File: src/rtl/uart_pkg.sv
// Shared UART definitions: frame constants, FSM state encoding and parity helper.
package uart_pkg;

  localparam int DATA_BITS            = 8;
  localparam int DEFAULT_CLKS_PER_BIT = 8;

  localparam logic START_BIT = 1'b0;
  localparam logic STOP_BIT  = 1'b1;

  localparam logic [2:0] ST_IDLE   = 3'd0;
  localparam logic [2:0] ST_START  = 3'd1;
  localparam logic [2:0] ST_DATA   = 3'd2;
  localparam logic [2:0] ST_PARITY = 3'd3;
  localparam logic [2:0] ST_STOP   = 3'd4;

  function automatic logic even_parity(input logic [DATA_BITS-1:0] d);
    return ^d;
  endfunction

endpackage

File: src/rtl/tx_module_if.sv
// Byte producer handshake into the UART transmitter (valid/ready with data).
interface tx_module_if;
  import uart_pkg::*;

  logic [DATA_BITS-1:0] data_in;
  logic                 valid;
  logic                 ready;

  modport master (output data_in, output valid, input ready);
  modport slave  (input data_in, input valid, output ready);

endinterface

File: src/rtl/tx_baud_gen.sv
// Per-bit down-counter: reload starts a fresh bit period, bit_done pulses on its last cycle.
module tx_baud_gen #(
  parameter int CLKS_PER_BIT = uart_pkg::DEFAULT_CLKS_PER_BIT
) (
  input  logic clk,
  input  logic reset,
  input  logic run,
  input  logic reload,
  output logic bit_done
);

  localparam int            CW         = (CLKS_PER_BIT > 2) ? $clog2(CLKS_PER_BIT) : 1;
  localparam logic [CW-1:0] RELOAD_VAL = CW'(CLKS_PER_BIT - 1);

  logic [CW-1:0] cnt;

  always_ff @(posedge clk or negedge reset) begin
    if (!reset) begin
      cnt <= '0;
    end else if (reload) begin
      cnt <= RELOAD_VAL;
    end else if (run && (cnt != '0)) begin
      cnt <= cnt - CW'(1);
    end
  end

  assign bit_done = run && (cnt == '0);

endmodule

File: src/rtl/tx_module.sv
// UART transmitter: one-byte holding register feeding a start/data/parity/stop frame sequencer.
module tx_module
  import uart_pkg::*;
#(
  parameter int CLKS_PER_BIT = DEFAULT_CLKS_PER_BIT,
  parameter int PARITY_EN    = 1
) (
  input  logic        clk,
  input  logic        reset,
  input  logic        enable,
  tx_module_if.slave  bus,
  output logic        busy,
  output logic        tx
);

  logic [2:0]           state;
  logic [2:0]           bit_idx;
  logic                 hold_full;
  logic [DATA_BITS-1:0] hold_data;
  logic [DATA_BITS-1:0] shreg;
  logic                 par;
  logic                 bit_done;
  logic                 accept;
  logic                 load;

  assign accept    = bus.valid & ~hold_full;
  // A held byte is loaded from IDLE or straight out of STOP, so back-to-back frames have no gap.
  assign load      = hold_full & enable &
                     ((state == ST_IDLE) | ((state == ST_STOP) & bit_done));
  assign bus.ready = ~hold_full;
  assign busy      = (state != ST_IDLE);

  tx_baud_gen #(
    .CLKS_PER_BIT (CLKS_PER_BIT)
  ) u_baud (
    .clk      (clk),
    .reset    (reset),
    .run      (busy),
    .reload   (load | bit_done),
    .bit_done (bit_done)
  );

  always_ff @(posedge clk or negedge reset) begin
    if (!reset) begin
      state     <= ST_IDLE;
      bit_idx   <= '0;
      hold_full <= 1'b0;
      tx        <= STOP_BIT;
    end else begin
      hold_full <= accept | (hold_full & ~load);
      if (load) begin
        state   <= ST_START;
        bit_idx <= '0;
        tx      <= START_BIT;
      end else if (bit_done) begin
        case (state)
          ST_START: begin
            state   <= ST_DATA;
            bit_idx <= '0;
            tx      <= shreg[0];
          end
          ST_DATA: begin
            if (bit_idx == 3'(DATA_BITS - 1)) begin
              if (PARITY_EN != 0) begin
                state <= ST_PARITY;
                tx    <= par;
              end else begin
                state <= ST_STOP;
                tx    <= STOP_BIT;
              end
            end else begin
              bit_idx <= bit_idx + 3'd1;
              tx      <= shreg[1];
            end
          end
          ST_PARITY: begin
            state <= ST_STOP;
            tx    <= STOP_BIT;
          end
          default: begin
            state <= ST_IDLE;
            tx    <= STOP_BIT;
          end
        endcase
      end
    end
  end

  // Datapath registers carry no reset; their contents only matter once hold_full/state say so.
  always_ff @(posedge clk) begin
    if (accept) begin
      hold_data <= bus.data_in;
    end
    if (load) begin
      shreg <= hold_data;
      par   <= even_parity(hold_data);
    end else if (bit_done && (state == ST_DATA)) begin
      shreg <= {1'b0, shreg[DATA_BITS-1:1]};
    end
  end

endmodule

File: src/flat_wrapper.sv
// flat-port wrapper written by rule: the top's interface ports become plain ports
module tx_module_flat import uart_pkg::*;
#(
  parameter int CLKS_PER_BIT = DEFAULT_CLKS_PER_BIT,
  parameter int PARITY_EN    = 1
)
  (clk, reset, enable, busy, tx, bus_data_in, bus_valid, bus_ready);
  tx_module_if bus_i ();
  input  logic clk;
  input  logic reset;
  input  logic enable;
  output logic busy;
  output logic tx;
  input wire logic [$bits(bus_i.data_in)-1:0] bus_data_in;
  input wire logic [$bits(bus_i.valid)-1:0] bus_valid;
  output wire logic [$bits(bus_i.ready)-1:0] bus_ready;
  assign bus_i.data_in = bus_data_in;
  assign bus_i.valid = bus_valid;
  assign bus_ready = bus_i.ready;
  tx_module #(.CLKS_PER_BIT(CLKS_PER_BIT), .PARITY_EN(PARITY_EN)) u_core (.clk(clk), .reset(reset), .enable(enable), .bus(bus_i), .busy(busy), .tx(tx));
endmodule
File: config.mk
export PLATFORM = sky130hd
export DESIGN_NAME = tx_module_flat
export DESIGN_NICKNAME = d
export VERILOG_FILES = /design/src/rtl/uart_pkg.sv /design/src/rtl/tx_module_if.sv /design/src/rtl/tx_baud_gen.sv /design/src/rtl/tx_module.sv /design/src/flat_wrapper.sv
export SDC_FILE = /design/constraint.sdc
export NUM_CORES = 1
export LEC_CHECK = 0
export CORE_MARGIN = 10
export CORE_UTILIZATION = 35
export CTS_BUF_LIST = sky130_fd_sc_hd__clkbuf_4 sky130_fd_sc_hd__clkbuf_8 sky130_fd_sc_hd__clkbuf_16
export CTS_CLUSTER_DIAMETER = 50
export DETAILED_ROUTE_END_ITERATION = 12
export GPL_TIMING_DRIVEN = 0
export PLACE_DENSITY_LB_ADDON = 0.1
export SYNTH_ARGS = -nofsm -noshare
export SYNTH_HDL_FRONTEND = slang
export SYNTH_SLANG_ARGS = --single-unit
File: constraint.sdc
create_clock -name clk -period 3.77 [get_ports clk]
set_input_delay 0.5655 -clock clk [delete_from_list [all_inputs] [get_ports clk]]
set_output_delay 0.5655 -clock clk [all_outputs]
set_load 0.03 [all_outputs]
; After elaboration in Yosys (flattened, before gate mapping)
; Cells that the tools add are included.
[totals]
regBits = 28
latchBits = 0
ram_bits = 0
rom_bits = 0
output_inout_bits = 3
word_cells = 57
memories = 0
[classes]
add_sub_neg = 2
mul = 0
div = 0
order_cmp = 0
n_eq_ne = 7
shifts = 0
mux = 16
bitwise = 10
n_reduce_logical = 14
[op_table]
columns = cell, count
row1 = 3-bit two-way mux, 8
row2 = 8-bit two-way mux, 2
row3 = 3-bit case mux with 3 select lines, 1
row4 = 3-bit nonzero test, 3
row5 = 8-bit parity, 1
row6 = "3-bit by 2-bit equality test with 1-bit output, second input constant", 2
row7 = "3-bit equality test, second input constant", 2
row8 = 3-bit logical NOT, 2
row9 = 3-bit case mux with 2 select lines, 1
row10 = 2-bit nonzero test, 3
row11 = 1-bit AND, 5
row12 = "3-bit by 1-bit adder with 3-bit output, second input constant", 1
row13 = "3-bit by 1-bit equality test with 1-bit output, second input constant", 1
row14 = 1-bit logical AND, 3
row15 = 1-bit two-way mux, 3
row16 = "3-bit by 1-bit != test with 1-bit output, second input constant", 1
row17 = "3-bit by 2-bit != test with 1-bit output, second input constant", 1
row18 = 1-bit OR, 3
row19 = 3-bit AND reduction, 1
row20 = "3-bit by 1-bit subtractor with 3-bit output, second input constant", 1
row21 = 1-bit inverter, 2
row22 = 1-bit case mux with 2 select lines, 1
row23 = 2-bit AND reduction, 1

; Depth between registers and ports, before layout
; Gate-level depths: netlist (run 1).
[depth]
word_depth = 8
depth_mapped = 7
depth_no_buf = 5

; By module
; From an unflattened synthesis (run 1), not the netlist that was laid out.
[unflattened]
cells_unflattened = 111
area_unflattened_um2 = 1430.1
[modules_own_cells]
columns = module, instances, cells_per_inst, area_per_inst_um2, seq_area_each_um2
row1 = tx_module, 1, 92, 1242.4, 711.9
row2 = tx_baud_gen, 1, 19, 187.7, 75.1

; Worst setup path before layout (run 1)
; OpenSTA, ideal clock, no wires.
[synth_timing]
kind = flip-flop to flip-flop
from = register u_core.u_baud.cnt[0]
to = register u_core.shreg[0], enable pin
setup_ps = 384
t_arrival_ps = 1595
setup_slack_ps = 1791
stages_incl_launch_ff = 6
period_less_slack_ps = 1979
cell_sequence = dfrtp_1 > inv_1 > ha_1 > nor2b_1 > a21oi_1 > o21ai_0
[synth_between]
elab_chain_cells = 6
[synth_lines]
columns = item, line
row1 = "start, declared", tx_baud_gen.sv:15  ; logic [CW-1:0] cnt;
row2 = "start signal, assigned", tx_baud_gen.sv:23  ; cnt <= cnt - CW'(1);
row3 = 3-bit logical NOT *, tx_baud_gen.sv:27  ; assign bit_done = run && (cnt == '0);
row4 = 1-bit logical AND *, tx_baud_gen.sv:27
row5 = 1-bit AND, tx_module.sv:29  ; ((state == ST_IDLE) | ((state == ST_STOP) & bit_done));
row6 = 1-bit OR, tx_module.sv:29
row7 = 1-bit AND, tx_module.sv:28  ; assign load = hold_full & enable &
row8 = 2-bit nonzero test (no source line) *, n/a
row9 = "end signal, assigned", tx_module.sv:95  ; shreg <= hold_data;
row10 = "end signal, assigned", tx_module.sv:98  ; shreg <= {1'b0, shreg[DATA_BITS-1:1]};
row11 = "end, declared", tx_module.sv:20  ; logic [DATA_BITS-1:0] shreg;
; Every way passes the cells marked *; elsewhere a longest branch is shown, timed or not.
; A chain may end at the register's enable or synchronous reset.

; Worst setup path after layout (run 1)
[layout_timing]
from = register u_core.state[0]
to = output port busy
[layout_between]
elab_chain_cells = 1
[layout_lines]
columns = item, line
row1 = "start, declared", tx_module.sv:16  ; logic [2:0] state;
row2 = "start signal, assigned", tx_module.sv:45  ; state <= ST_IDLE;
row3 = "start signal, assigned", tx_module.sv:52  ; state <= ST_START;
row4 = "start signal, assigned", tx_module.sv:58  ; state <= ST_DATA;
row5 = 3-bit nonzero test, tx_module.sv:31  ; assign busy = (state != ST_IDLE);
row6 = "end, declared", flat_wrapper.sv:12  ; output logic busy;
; Every way passes these cells.

==> flow_summary_export.csv, run 1 <==
group,metric,value,unit
global_route,grt_max_degree,17,
finish,nNetsFinal,142,
finish,instances_no_fill,175,
global_route,antenna_found_initial,0,
place,dp_hpwl,1970,um
global_route,grt_overflow,0,
clocking,cts_setup_buffers,0,
synth,synth_cells,107,
routing,antenna_left,0,
synth,synth.avg_cell_area,13.2,um2
timing,fmax,402,MHz
clocking,cts_resized,0,
place,port_buffers,14,
clocking,clock_path_buffers,2,
clocking,clockRootBuffer,"clkbuf_8",
die,coreArea,3970,um2
clocking,cts_buffers,3,
routing,drt_pass1_iterations,4,
timing,maxSlewViolCount,0,
worst_setup_path,setup.worst_path.class,"reg2out",
synth,synth_seq_cells,28,
die,die_y,83.6,um
worst_setup_path,crit_required,3.20,ns
clocking,cts_hold_buf,0,
synth,ys_warn_count,0,
power,p_leak,0.599,nW
routing,drt_iter0_drc,116,
finish,syn2layout_area_growth,19.3,%
worst_setup_path,worst-r2r-setup-slack,1.63,ns
global_route,grt_pass1_vias,932,
die,io_pins,15,
die,dieArea,6990,um2
clocking,cts.sinks,28,
power,p_per_area,342,nW/um2
die,num_rows,23,
worst_setup_path,crit_path_start_kind,"register",
routing,viasPerCell,5.02,
finish,final_cell_area,1690,um2
worst_setup_path,critPathCaptureType,"output port",
synth,yosysSeqAreaShare,0.556,
timing,worst_pin_slew,0.808,ns
synth,syn_area,1420,um2
worst_hold_path,worstHoldStart,"u_core.u_baud.cnt[0]",
global_route,grt_pass1_wl,4530,um
routing,met1_length,1260,um
worst_setup_path,reg2reg_from,"u_core.u_baud.cnt[0]",
place,place_congestion,0.761,
synth,synth-edff-count,17,
timing,finClkSkew,0.00346,ns
worst_setup_path,timing.rr.end,"u_core.shreg[0]",
synth,async_reset_ff_frac,0.393,
synth,synth_top_flop_cell,"edfxtp_1",
worst_hold_path,min_path_cells,1,
synth,syn_nets,123,
routing,top_layer,"met4",
finish,num_antenna_cells,0,
die,start_util,0.357,
outcome,status,"finished clean",
worst_setup_path,crit_arrival,1.92,ns
timing,fin_crit,2.49,ns
place,dpl.cell_count,171,
worst_setup_path,crit_fanout,10,
die,die_x,83.6,um
worst_setup_path,ff2ff_path_depth,5,
synth,synthTopCellsByArea,"edfxtp_1 (36%), dfrtp_1 (18%), mux2_2 (5.6%), xnor2_1 (3.7%), ha_1 (3.5%)",
timing,setup_viol,0,
clocking,htreeDepth,1,
synth,yosys.area.top_type_share,0.360,
routing,route.met2.wl,1330,um
timing,rsz0062_at_grt,"no",
global_route,gr-usage-all-layers,0.0770,
synth,synth_cell_types,41,
routing,routed-via-count,878,
routing,drc,0,
timing,slew_headroom,0.458,
synth,yosysTopAreaCell,"edfxtp_1",
power,vdd_ir_drop_max,0.000191,V
clocking,clkTransAtPathRegs,0.10,ns
clocking,cts_tree,"done",
routing,wirelength,2700,um
place,dpl_cell_area,1620,um2
worst_hold_path,min_to,"u_core.u_baud.cnt[0]",
timing,finalCritPeriodShare,0.660,
timing,hold_viol,0,
run,cap_violations,0,
finish,drive_above_1_share,0.200,
clocking,insertion_delay,0.27,ns
worst_hold_path,holdCritPathClass,"reg2reg",
routing,wl_met3,94,um
timing,setup_tns,0,ns
routing,routedWlPerCell,15.4,um
==> through the flow <==
step                      utilization  setup WS (ns)  power (mW)  hold slack, ns
after global placement          0.408          0.937       0.345           0.465
after detailed placement        0.408          0.877       0.345           0.471
final                           0.426           1.28       0.578           0.498
after floorplan                     -           1.79       0.331           0.270
after global routing            0.426           1.21       0.602           0.515
after CTS                       0.426           1.13       0.582           0.493
==> power by group <==
part	switching, mW	internal, mW
sequential	0.000000000000000118	0.324
combinational	0.00447	0.00997
clock	0.0978	0.142
==> cells in the mapped netlist, types with 3 or more instances <==
master,number
xnor2_1,6
inv_1,4
buf_6,3
ha_1,4
nand2_1,5
a31oi_1,5
mux2_2,7
edfxtp_1,17
dfrtp_1,10
nor2_1,3
nand3_1,4
o21ai_0,4
a21oi_1,4
==> cells in the final DEF (no fill, tap or decap), drive strengths merged, types with 5 or more instances in the layout <==
cell type and n:
a21oi 5, nand2 5, edfxtp 17, buf 5
a31oi 5, dfrtp 10, clkdlybuf4s50 14, xnor2 6
mux2 7
==> worst max path at each step <==
| stage | from | to | slack, ns | cells after the start |
|---|---|---|---|---|
| 6_report | u_core.state[0] | busy | 1.28 | 4 |
| 5_1_grt | u_core.state[0] | busy | 1.21 | 4 |
| 4_1_cts | enable | u_core.shreg[1] | 1.13 | 4 |
| 3_5_place_dp | enable | u_core.shreg[7] | 0.88 | 4 |
| 3_3_place_gp | enable | u_core.shreg[4] | 0.94 | 4 |
| 2_1_floorplan | u_core.u_baud.cnt[0] | u_core.shreg[0] | 1.79 | 5 |
==> sequential cells by signal, indices dropped and copies added (netlist names) <==
signal,cells
u_core.tx,1
u_core.state,3
u_core.hold_full,1
u_core.hold_data,8
u_core.u_baud.cnt,3
u_core.bit_idx,3
u_core.par,1
u_core.shreg,8
==> final cells by class <==
cell class	instances	area (um2)
fill	374	2280
sequential	28	787
multi-input combinational	69	564
timing repair buffer	14	140
tap	50	62.6
buffer	6	50.0
clock buffer	3	41.3
clock inverter	1	30.0
inverter	4	15.0
==> logic make-up after synthesis <==
group	after synthesis	share of synthesized area
AOI/OAI and AO/OA	22	0.123
xor gates and xnor gates	7	0.0433
adders and majority gates	4	0.0353
buffers and inverters	10	0.0459
DFF	28	0.556
muxes	8	0.0627
and+or+nand+nor	28	0.134
==> worst max-delay path: stages, from the launching register on <==
cell and delay, ns:
dfrtp_1 0.39, buf_6 0.14, or3_1 0.33, clkbuf_1 0.17
clkdlybuf4s50_1 0.62
==> per-layer routing <==
layer / up-vias / track usage
li1: 431 / -
met2: 17 / 0.123
met4: 0 / 0.0183
met5: - / 0
met3: 2 / 0.0225
met1: 428 / 0.0990
(Power assumes the default switching activity.)
==> run 2: changes to the inputs <==
Clock period 3.77 ns to 2.32 ns, I/O delays scaled along.
==> flow_summary_export.csv, run 2 (synthesis gave the netlist of run 1 again) <==
group,metric,value,unit
timing,fin_crit,1.98,ns
routing,drc,0,
global_route,grt_pass1_wl,4530,um
finish,seq_area,787,um2
global_route,grt_overflow,0,
clocking,clock_path_buffers,2,
place,dpl.cell_count,171,
finish,fillers,378,
global_route,gr-usage-all-layers,0.0770,
routing,drt_pass1_iterations,4,
routing,antenna_left,0,
clocking,insertion_delay,0.27,ns
timing,slew_headroom,0.486,
routing,viasPerCell,5.07,
timing,worst_pin_slew,0.769,ns
routing,drt_iter0_drc,110,
worst_setup_path,crit_arrival,2.02,ns
clocking,cts_buffers,3,
global_route,grt_pass1_vias,932,
power,p_comb_frac,0.025,
timing,fin_hold_ws,0.424,ns
die,num_rows,23,
clocking,cts_resized,1,
place,place_congestion,0.761,
finish,instances_no_fill,175,
worst_setup_path,crit_fanout,10,
power,p_per_area,553,nW/um2
die,die_y,83.6,um
power,seqPwrFrac,0.561,
timing,rsz0062_at_grt,"no",
timing,hold_viol,0,
finish,syn2layout_area_growth,19.8,%
run,cap_violations,0,
worst_setup_path,reg2reg_from,"u_core.u_baud.cnt[0]",
finish,multi_input_area,568,um2
power,p_leak,0.600,nW
die,io_pins,15,
power,p_total,0.939,mW
die,start_util,0.357,
routing,routed-via-count,887,
die,die_x,83.6,um
power,vdd_ir_drop_max,0.000310,V
finish,biggestRegsByFlops,"u_core.hold_data x8, u_core.shreg x8",
finish,final_core_util,0.427,
clocking,clockRootBuffer,"clkbuf_8",
die,coreArea,3970,um2
routing,routedWlPerCell,15.5,um
clocking,cts.sinks,28,
place,dp_hpwl,1970,um
worst_setup_path,ff2ff_path_depth,7,
finish,nNetsFinal,142,
finish,drive_above_1_share,0.208,
worst_hold_path,holdCritPathClass,"in2async",
worst_setup_path,crit_required,2.36,ns
finish,final_cell_mix,"edfxtp_1 (17), clkdlybuf4s50_1 (13), dfrtp_1 (10)",
outcome,status,"finished clean",
die,dieArea,6990,um2
timing,setup_slack,0.340,ns
worst_setup_path,setup.worst_path.class,"reg2reg",
timing,maxSlewViolCount,0,
worst_setup_path,worst-r2r-setup-slack,0.34,ns
power,pwr-share-clk,0.414,
worst_setup_path,timing.rr.end,"u_core.shreg[2]",
worst_setup_path,crit_path_start_kind,"register",
finish,final_common_cell,"edfxtp_1",
clocking,cts_tree,"done",
timing,setup_viol,0,
place,port_buffers,14,
timing,finalCritPeriodShare,0.853,
power,p_sw_frac,0.176,
timing,fmax,505,MHz
clocking,cts_hold_buf,0,
clocking,htreeDepth,1,
place,post-place-ws,-0.355,ns
timing,finClkSkew,0.00163,ns
global_route,antenna_found_initial,0,
clocking,cts_setup_buffers,0,
clocking,clkTransAtPathRegs,0.10,ns
worst_setup_path,critPathCaptureType,"register",
power,power.internal,0.773,mW
global_route,grt_max_degree,17,
routing,wirelength,2710,um
power,switching_power,0.165,mW
finish,num_antenna_cells,0,
-- run 2: worst max path at each step --
stage | start | endpoint | slack, ns
after detailed placement | enable | u_core.shreg[7] | -0.36
final | u_core.u_baud.cnt[0] | u_core.shreg[2] | 0.34
after CTS | u_core.state[0] | busy | 0.04
after global routing | u_core.u_baud.cnt[0] | u_core.shreg[3] | 0.22
after floorplan | u_core.u_baud.cnt[0] | u_core.shreg[0] | 0.34
after global placement | enable | u_core.shreg[4] | -0.30
-- run 2: power groups by stage --
stage	Sequential, mW	Clock (mW)	Combinational, mW
final	0.526	0.389	0.0234
after CTS	0.526	0.395	0.0239
after floorplan	0.537	0	0.000248
after global placement	0.537	0	0.0232
after global routing	0.526	0.426	0.0259
after detailed placement	0.537	0	0.0238
-- run 2: critical path, cell delays in order, from the launching register on --
cell      delay [ns]
dfrtp_1         0.41
inv_1           0.09
ha_1            0.20
nand2b_1        0.07
buf_4           0.18
a21oi_4         0.26
buf_6           0.19
mux2_2          0.34
-- run 2: cell type report --
class	instances	area share
Tap cell	50	0.0369
Buffer	6	0.0295
Inverter	4	0.00885
Multi-Input combinational cell	69	0.335
Timing Repair Buffer	14	0.0841
Clock buffer	3	0.0243
Sequential cell	28	0.464
Clock inverter	1	0.0177
-- run 2: per-layer routing --
metal | vias to the layer above | routed length, um | GRT usage
met5 | - | 0 | 0
li1 | 430 | - | -
met3 | 2 | 94 | 0.0225
met4 | 0 | 15 | 0.0183
met1 | 437 | 1260 | 0.0990
met2 | 18 | 1350 | 0.123
-- run 2: metrics by stage --
step	setup TNS (ns)	area [um2]
final	0	1700
after global routing	0	1700
after CTS	0	1690
after detailed placement	-2.84	1620
after global placement	-2.36	1620
after floorplan	0	1420
==> run 3: changes to the inputs <==
Settings changed: CAP_MARGIN from default to 20, GPL_ROUTABILITY_DRIVEN from default to 0.
==> flow_summary_export.csv, run 3 (synthesis gave the netlist of run 1 again) <==
group,metric,value,unit
outcome,status,"finished clean",
worst_setup_path,crit_path_start_kind,"register",
worst_setup_path,crit_required,2.32,ns
finish,fillers,363,
worst_setup_path,setup.worst_path.class,"reg2reg",
power,p_per_area,549,nW/um2
timing,fin_crit,2.00,ns
routing,viasPerCell,4.99,
timing,maxSlewViolCount,0,
finish,final_cell_mix,"edfxtp_1 (17), clkdlybuf4s50_1 (13), dfrtp_1 (10)",
place,dp_hpwl,2000,um
timing,rsz0062_at_grt,"no",
worst_setup_path,ff2ff_path_depth,6,
finish,nNetsFinal,143,
clocking,cts.sinks,28,
power,p_leak,0.604,nW
worst_setup_path,crit_arrival,1.99,ns
timing,slew_headroom,0.498,
clocking,clock_path_buffers,2,
global_route,grt_overflow,0,
global_route,gr-usage-all-layers,0.0769,
die,num_rows,23,
power,vdd_ir_drop_max,0.000250,V
clocking,cts_buffers,3,
worst_hold_path,holdCritPathClass,"in2async",
worst_setup_path,crit_fanout,5,
worst_setup_path,critPathCaptureType,"register",
routing,drt_pass1_iterations,4,
clocking,cts_tree,"done",
routing,routedWlPerCell,14.9,um
die,dieArea,6990,um2
finish,biggestRegsByFlops,"u_core.hold_data x8, u_core.shreg x8",
finish,final_common_cell,"edfxtp_1",
global_route,grt_pass1_wl,4600,um
die,coreArea,3970,um2
die,die_y,83.6,um
die,start_util,0.357,
timing,hold_viol,0,
routing,antenna_left,0,
timing,setup_viol,0,
clocking,htreeDepth,1,
clocking,clockRootBuffer,"clkbuf_8",
timing,setup_slack,0.322,ns
routing,drt_iter0_drc,92,
routing,routed-via-count,878,
die,die_x,83.6,um
timing,finalCritPeriodShare,0.861,
global_route,grt_max_degree,17,
timing,fmax,501,MHz
clocking,clkTransAtPathRegs,0.10,ns
routing,wirelength,2620,um
finish,drive_above_1_share,0.206,
routing,drc,0,
global_route,grt_pass1_vias,941,
finish,syn2layout_area_growth,20.1,%
place,post-place-ws,-0.0250,ns
timing,worst_pin_slew,0.752,ns
die,io_pins,15,
global_route,antenna_found_initial,0,
place,port_buffers,14,
timing,finClkSkew,0.00335,ns
clocking,insertion_delay,0.27,ns
timing,fin_hold_ws,0.404,ns
run,cap_violations,0,
finish,num_antenna_cells,0,
## run 3: final timing paths
path	end	from	slack (ns)
worst max-delay path	u_core.shreg[4]	u_core.u_baud.cnt[0]	0.32
worst min register to register	u_core.u_baud.cnt[0]	u_core.u_baud.cnt[0]	0.50
worst min-delay path	u_core.u_baud.cnt[2]	reset	0.40
min in group clk	u_core.u_baud.cnt[0]	u_core.u_baud.cnt[0]	0.50
worst max register to register	u_core.shreg[4]	u_core.u_baud.cnt[0]	0.32
max in group asynchronous	u_core.tx	reset	1.56
## run 3: report_power, final
group	internal [mW]	switching, mW
combinational	0.0162	0.00688
sequential	0.526	0.000000000000000194
clock	0.231	0.153
## run 3: through the flow
step / instance area (um2) / std cells / setup TNS, ns / util / total power [mW]
global route: 1700 / 176 / 0 / 0.428 / 0.971
CTS: 1700 / 176 / 0 / 0.428 / 0.943
detailed placement: 1630 / 172 / -0.125 / 0.410 / 0.561
finish: 1700 / 176 / 0 / 0.428 / 0.933
floorplan: 1420 / 107 / 0 / - / 0.537
global placement: 1620 / 171 / -2.36 / 0.408 / 0.560
## run 3: area by class of cell
cell class,count,area [um2],share of cell area
clock buffer,3,41.3,0.0243
inverter,4,15.0,0.00883
sequential,28,787,0.463
tap,50,62.6,0.0368
timing repair buffer,15,150,0.0883
buffer,6,50.0,0.0294
multi-input combinational,69,564,0.332
clock inverter,1,30.0,0.0177
## run 3: repair_timing
item | CTS | global route
endpoints found under the setup margin | 0 | 6
buffers inserted | 0 | 0
hold buffers | 0 | 0
resized for setup | 0 | 2
## run 3: worst max-delay path, cell delays in order, from the launching register on
cell	delay, ns
dfrtp_1	0.41
inv_1	0.09
ha_1	0.21
nor2b_1	0.34
a21oi_1	0.11
o21ai_1	0.34
buf_4	0.22
## run 3: per-layer routing
metal / GRT usage / vias to the layer above / wire length (um)
met5: 0 / - / 0
met4: 0.0274 / 0 / 25
met3: 0.0156 / 4 / 74
met2: 0.121 / 15 / 1290
met1: 0.101 / 423 / 1230
li1: - / 436 / -
